[src/rtl/riscv_mem_arbiter.sv]
// rtl/riscv_mem_arbiter.sv - IF/MEM arbiter for a single-outstanding memory bus
//
// Ports:
//   i_clk, i_rstn                      clock, asynchronous active-low reset
//   i_if_req/i_if_addr/i_if_kill       instruction fetch request and redirect kill
//   o_if_rdata/o_if_valid/o_if_stall   fetch result and fetch-stage hold
//   i_mem_req/we/be/addr/wdata         data access request (load or store)
//   o_mem_rdata/o_mem_valid/o_mem_stall data result and MEM-stage hold
//   o_bus_req/we/be/addr/wdata         request to the shared bus
//   i_bus_gnt/i_bus_rvalid/i_bus_rdata bus accept and response

module riscv_mem_arbiter #(
    parameter int ADDR_W = 32,
    parameter int DATA_W = 32
) (
    input  logic                i_clk,
    input  logic                i_rstn,
    input  logic                i_if_req,
    input  logic [ADDR_W-1:0]   i_if_addr,
    input  logic                i_if_kill,
    output logic [DATA_W-1:0]   o_if_rdata,
    output logic                o_if_valid,
    output logic                o_if_stall,
    input  logic                i_mem_req,
    input  logic                i_mem_we,
    input  logic [DATA_W/8-1:0] i_mem_be,
    input  logic [ADDR_W-1:0]   i_mem_addr,
    input  logic [DATA_W-1:0]   i_mem_wdata,
    output logic [DATA_W-1:0]   o_mem_rdata,
    output logic                o_mem_valid,
    output logic                o_mem_stall,
    output logic                o_bus_req,
    output logic                o_bus_we,
    output logic [DATA_W/8-1:0] o_bus_be,
    output logic [ADDR_W-1:0]   o_bus_addr,
    output logic [DATA_W-1:0]   o_bus_wdata,
    input  logic                i_bus_gnt,
    input  logic                i_bus_rvalid,
    input  logic [DATA_W-1:0]   i_bus_rdata
);

    localparam int BE_W = DATA_W / 8;

    typedef enum logic [1:0] {
        S_IDLE = 2'd0,
        S_REQ  = 2'd1,
        S_WAIT = 2'd2,
        S_RESP = 2'd3
    } state_t;

    typedef enum logic [1:0] {
        OWN_NONE = 2'd0,
        OWN_IF   = 2'd1,
        OWN_MEM  = 2'd2
    } owner_t;

    state_t              state_q;
    owner_t              owner_q;
    logic                killed_q;
    logic                we_q;
    logic [BE_W-1:0]     be_q;
    logic [ADDR_W-1:0]   addr_q;
    logic [DATA_W-1:0]   wdata_q;
    logic [DATA_W-1:0]   if_rdata_q;
    logic [DATA_W-1:0]   mem_rdata_q;

    logic                kill_hit;
    logic                if_valid;
    logic                mem_valid;

    // A redirect only matters to a fetch that is already on the bus.
    assign kill_hit = i_if_kill && (owner_q == OWN_IF);

    always_ff @(posedge i_clk or negedge i_rstn) begin
        if (!i_rstn) begin
            state_q     <= S_IDLE;
            owner_q     <= OWN_NONE;
            killed_q    <= 1'b0;
            we_q        <= 1'b0;
            be_q        <= '0;
            addr_q      <= '0;
            wdata_q     <= '0;
            if_rdata_q  <= '0;
            mem_rdata_q <= '0;
        end else begin
            case (state_q)
                S_IDLE: begin
                    if (i_mem_req) begin
                        owner_q <= OWN_MEM;
                        we_q    <= i_mem_we;
                        be_q    <= i_mem_be;
                        addr_q  <= i_mem_addr;
                        wdata_q <= i_mem_wdata;
                        state_q <= S_REQ;
                    end else if (i_if_req && !i_if_kill) begin
                        // wdata_q is left alone: it is never used by a read.
                        owner_q <= OWN_IF;
                        we_q    <= 1'b0;
                        be_q    <= '1;
                        addr_q  <= i_if_addr;
                        state_q <= S_REQ;
                    end
                end
                S_REQ: begin
                    // The request stays up even when killed; the bus has seen it.
                    if (kill_hit) begin
                        killed_q <= 1'b1;
                    end
                    if (i_bus_gnt) begin
                        state_q <= S_WAIT;
                    end
                end
                S_WAIT: begin
                    if (kill_hit) begin
                        killed_q <= 1'b1;
                    end
                    if (i_bus_rvalid) begin
                        state_q <= S_RESP;
                        if (!we_q) begin
                            if (owner_q == OWN_MEM) begin
                                mem_rdata_q <= i_bus_rdata;
                            end else begin
                                if_rdata_q <= i_bus_rdata;
                            end
                        end
                    end
                end
                S_RESP: begin
                    state_q  <= S_IDLE;
                    owner_q  <= OWN_NONE;
                    killed_q <= 1'b0;
                end
                default: begin
                    state_q <= S_IDLE;
                end
            endcase
        end
    end

    // A kill arriving in the response cycle itself still suppresses the pulse.
    assign mem_valid = (state_q == S_RESP) && (owner_q == OWN_MEM);
    assign if_valid  = (state_q == S_RESP) && (owner_q == OWN_IF) && !killed_q && !i_if_kill;

    assign o_bus_req   = (state_q == S_REQ);
    assign o_bus_we    = we_q;
    assign o_bus_be    = be_q;
    assign o_bus_addr  = addr_q;
    assign o_bus_wdata = wdata_q;

    assign o_if_rdata  = if_rdata_q;
    assign o_mem_rdata = mem_rdata_q;
    assign o_if_valid  = if_valid;
    assign o_mem_valid = mem_valid;

    assign o_mem_stall = i_mem_req && !mem_valid;
    assign o_if_stall  = i_if_req && !if_valid;

endmodule

[config.mk]
export PLATFORM = sky130hd
export DESIGN_NAME = riscv_mem_arbiter
export DESIGN_NICKNAME = d
export VERILOG_FILES = /design/src/rtl/riscv_mem_arbiter.sv
export SDC_FILE = /design/constraint.sdc
export NUM_CORES = 1
export LEC_CHECK = 0
export CORE_UTILIZATION = 44
export CTS_CLUSTER_SIZE = 12
export DETAILED_ROUTE_END_ITERATION = 6
export GPL_TIMING_DRIVEN = 0
export MAX_ROUTING_LAYER = met4
export PLACE_DENSITY = 0.86
export REMOVE_ABC_BUFFERS = 1
export SLEW_MARGIN = 30
export SYNTH_ARGS = -nofsm -noshare
export SYNTH_HDL_FRONTEND = slang
export SYNTH_SLANG_ARGS = --single-unit
[constraint.sdc]
create_clock -name i_clk -period 3.77 [get_ports i_clk]
set_input_delay 0.754 -clock i_clk [delete_from_list [all_inputs] [get_ports i_clk]]
set_output_delay 0.754 -clock i_clk [all_outputs]
set_load 0.02 [all_outputs]
==> impl_metrics.yaml <==
floorplanning:
  core-area_sq_um: 12600
  starting_density_of_the_core_pct: 45.3
  num_io_pins: 278
  dieHeight_um: 116
  dieArea_sq_um: 13400
  dieWidth_um: 116
  placementRows: 41
clocking:
  cts_made_buffers: 17
  postCtsHoldBufs: 0
  tritoncts_num_sinks: 138
  post_cts_resize_count: 0
  worst_skew_pair_later_pin_latency_ns: 0.42
  tritoncts_clock_tree: "yes"
  clock_tree.root_cell: "clkbuf_16"
  path_clk_slew_ns: 0.05
  clock_path_buffers: 2
  postCtsSetupRepairBufs: 0
  htree_levels: 4
finish:
  diodes: 0
  final_cell_mix: "clkdlybuf4s50_1, mux2_2, dfrtp_1"
  drive_gt1_share_pct: 30.8
  fill_cells: 830
  layout.cells.most_common: "clkdlybuf4s50_1"
  final_core_util_pct: 73.7
  areaGrowthSynthToFinish_pct: 62.8
  layout.nets: 788
timing:
  final_hold_viols: 0
  worst_pin_slew_ns: 0.829
  slew_limit_fails: 0
  rsz0062_at_grt: "false"
  total_setup_violations_reported_at_the_end_of_the_flow: 0
  max_freq_mhz: 318
  fin_skew_ns: 0.00570
  layout_worst_path_cycle_share_pct: 83.4
  finalWorstPathRequiredPeriod_ns: 3.14
  slew-limit-headroom_pct: 44.5
grt:
  number_of_global_route_vias_before_repair: 4514
  top_usage_layer: "met2"
  global_route_wire_length_before_repair_um: 22900
  globalRouteMet1Util_pct: 24.7
  grt_use_met3_pct: 8.37
  total_track_usage_pct: 23.9
  grt_antenna_before_repair: 0
  global_route.usage.met2_pct: 40.2
  grt-ovfl-total: 0
  grt_max_degree: 93
synthesis:
  synth_xor_xnor_area_share_pct: 0
  largest_family_of_logic_cells_by_synthesized_area: "multiplexers"
  async_reset_ff_share_pct: 100
  multiplexer_share_of_the_synthesized_area_pct: 32.1
  ys_seq_area_share_pct: 60.4
  synth_seq_cells: 138
  synthesized_area_divided_by_synthesized_cell_count_sq_um: 15.9
  post_synth_instance_area_sq_um: 5720
  synth-adder-area-share_pct: 0.876
  synthSimpleGateAreaFrac_pct: 1.99
  yosys_most_used_dff: "dfrtp_1"
  synthCells: 360
  synth_compound_area_share_pct: 1.84
  synthDistinctLibCells: 27
  yosysWarningCount: 0
  synth_enable_flop_cells: 0
placed_design:
  buffer_ports.inserted: 277
  finalWeightedCongestion: 0.743
  hpwl_um: 11000
critical_path:
  worst_setup_path_start_kind: "input port"
  timing.critical_path.to_type: "output pin"
  cp_data_required_time_ns: 3.02
  worst_r2r_endpoint: "o_bus_addr[30]"
  r2r-start: "state_q[0]"
  worstRegToRegCells: 5
  critPathMaxFanout: 37
  worst-endpoint-arrival_ns: 2.39
  worst-setup-path-type: "in -> out"
  ff2ff_setup_slack_ns: 1.60
routing:
  routedWlPerCell_um: 18.2
  drt_drc_violations_left: 0
  drt-pass1-iter-count: 4
  antenna_violating_nets_post_route: 0
  vias_per_cell: 4.95
  finalWirelength_um: 15100
  routed-via-count: 4096
  detail_route.iter0.violations: 144
power:
  power.static_leakage_uw: 0.00387
  power_uw: 8300
  power-per-cell-area_nw_per_um2: 892
  vdd_ir_drop_max_mv: 0.556
flow_run:
  cap_violations: 0
run_status:
  status: "finished clean"
worst_hold_path:
  worstHoldPathType: "in -> async"
==> per-layer routing <==
layer,part of all wire (%),routed length (um),vias up
li1,-,-,1848
met1,37,5510,2020
met2,51,7760,192
met3,9.2,1390,36
met4,2.8,419,0
met5,0,0,-
==> stage by stage <==
step | TNS [ns] | hold slack, ns | setup slack, ns | cell area [sq um] | cells
after floorplan | 0 | 0.458 | 0.517 | 5580 | 342
after global placement | -503.98 | 0.471 | -3.16 | 8570 | 791
after detailed placement | 0 | 0.478 | 0.623 | 8690 | 797
after CTS | 0 | 0.230 | 0.609 | 9300 | 828
after global routing | 0 | 0.247 | 0.496 | 9300 | 828
final | 0 | 0.232 | 0.626 | 9300 | 828
==> cells in the mapped netlist, types with 3 or more instances <==
master   number  share of area (%)
nor2_1        3               0.20
mux2_2      159                 31
buf_2         8               0.70
o21ai_0       3               0.26
buf_6         6                1.2
nor2b_1       5               0.55
o22a_1        4               0.61
inv_1         6               0.39
dfrtp_1     138                 60
buf_4         4               0.53
ha_1          4               0.88
==> registers in the layout (all words and copies together) (netlist names) <==
name	flops
killed_q	1
o_bus_addr	32
o_bus_be	4
o_bus_wdata	32
o_bus_we	1
o_if_rdata	32
o_mem_rdata	32
owner_q	2
state_q	2
==> cell type report <==
class | instances | area (sq um) | share of cell area [%]
Tap cell | 172 | 215 | 2.31
Sequential cell | 138 | 3450 | 37.1
Clock buffer | 24 | 502 | 5.39
Multi-Input combinational cell | 198 | 2120 | 22.8
Inverter | 6 | 22.5 | 0.242
Clock inverter | 7 | 113 | 1.21
Timing Repair Buffer | 283 | 2880 | 30.9
==> how the worst max path moves through the flow <==
stage,startpoint,endpoint,slack [ns],cells past startpoint
finish,i_mem_req,o_mem_stall,0.63,4
global route,i_mem_req,o_mem_stall,0.50,4
CTS,i_mem_req,o_mem_stall,0.61,4
detailed placement,i_mem_req,o_mem_stall,0.62,4
global placement,i_rstn,o_bus_addr[27],-3.16,1
floorplan,i_if_kill,o_bus_addr[0],0.52,3
==> worst max-delay path: stages <==
cell	delay [ns]
buf_2	0.62
inv_1	0.21
nor2_1	0.16
clkdlybuf4s50_1	0.63
==> cells by family (layout without fill, tap and decap cells) <==
family | count (synthesis) | after routing
mux | 163 | 163
flops | 138 | 138
buf+inv | 24 | 320
simple gates | 18 | 18
compound gates | 13 | 13
fa+ha+maj | 4 | 4
==> report_power, final <==
group	switching, uW	total (uW)	leakage (uW)	internal, uW
sequential	406	2640	0.00165	2230
clock	588	1710	0.000302	1120
combinational	1810	3950	0.00191	2140
Note: power is estimated with default switching activity, not from simulation.
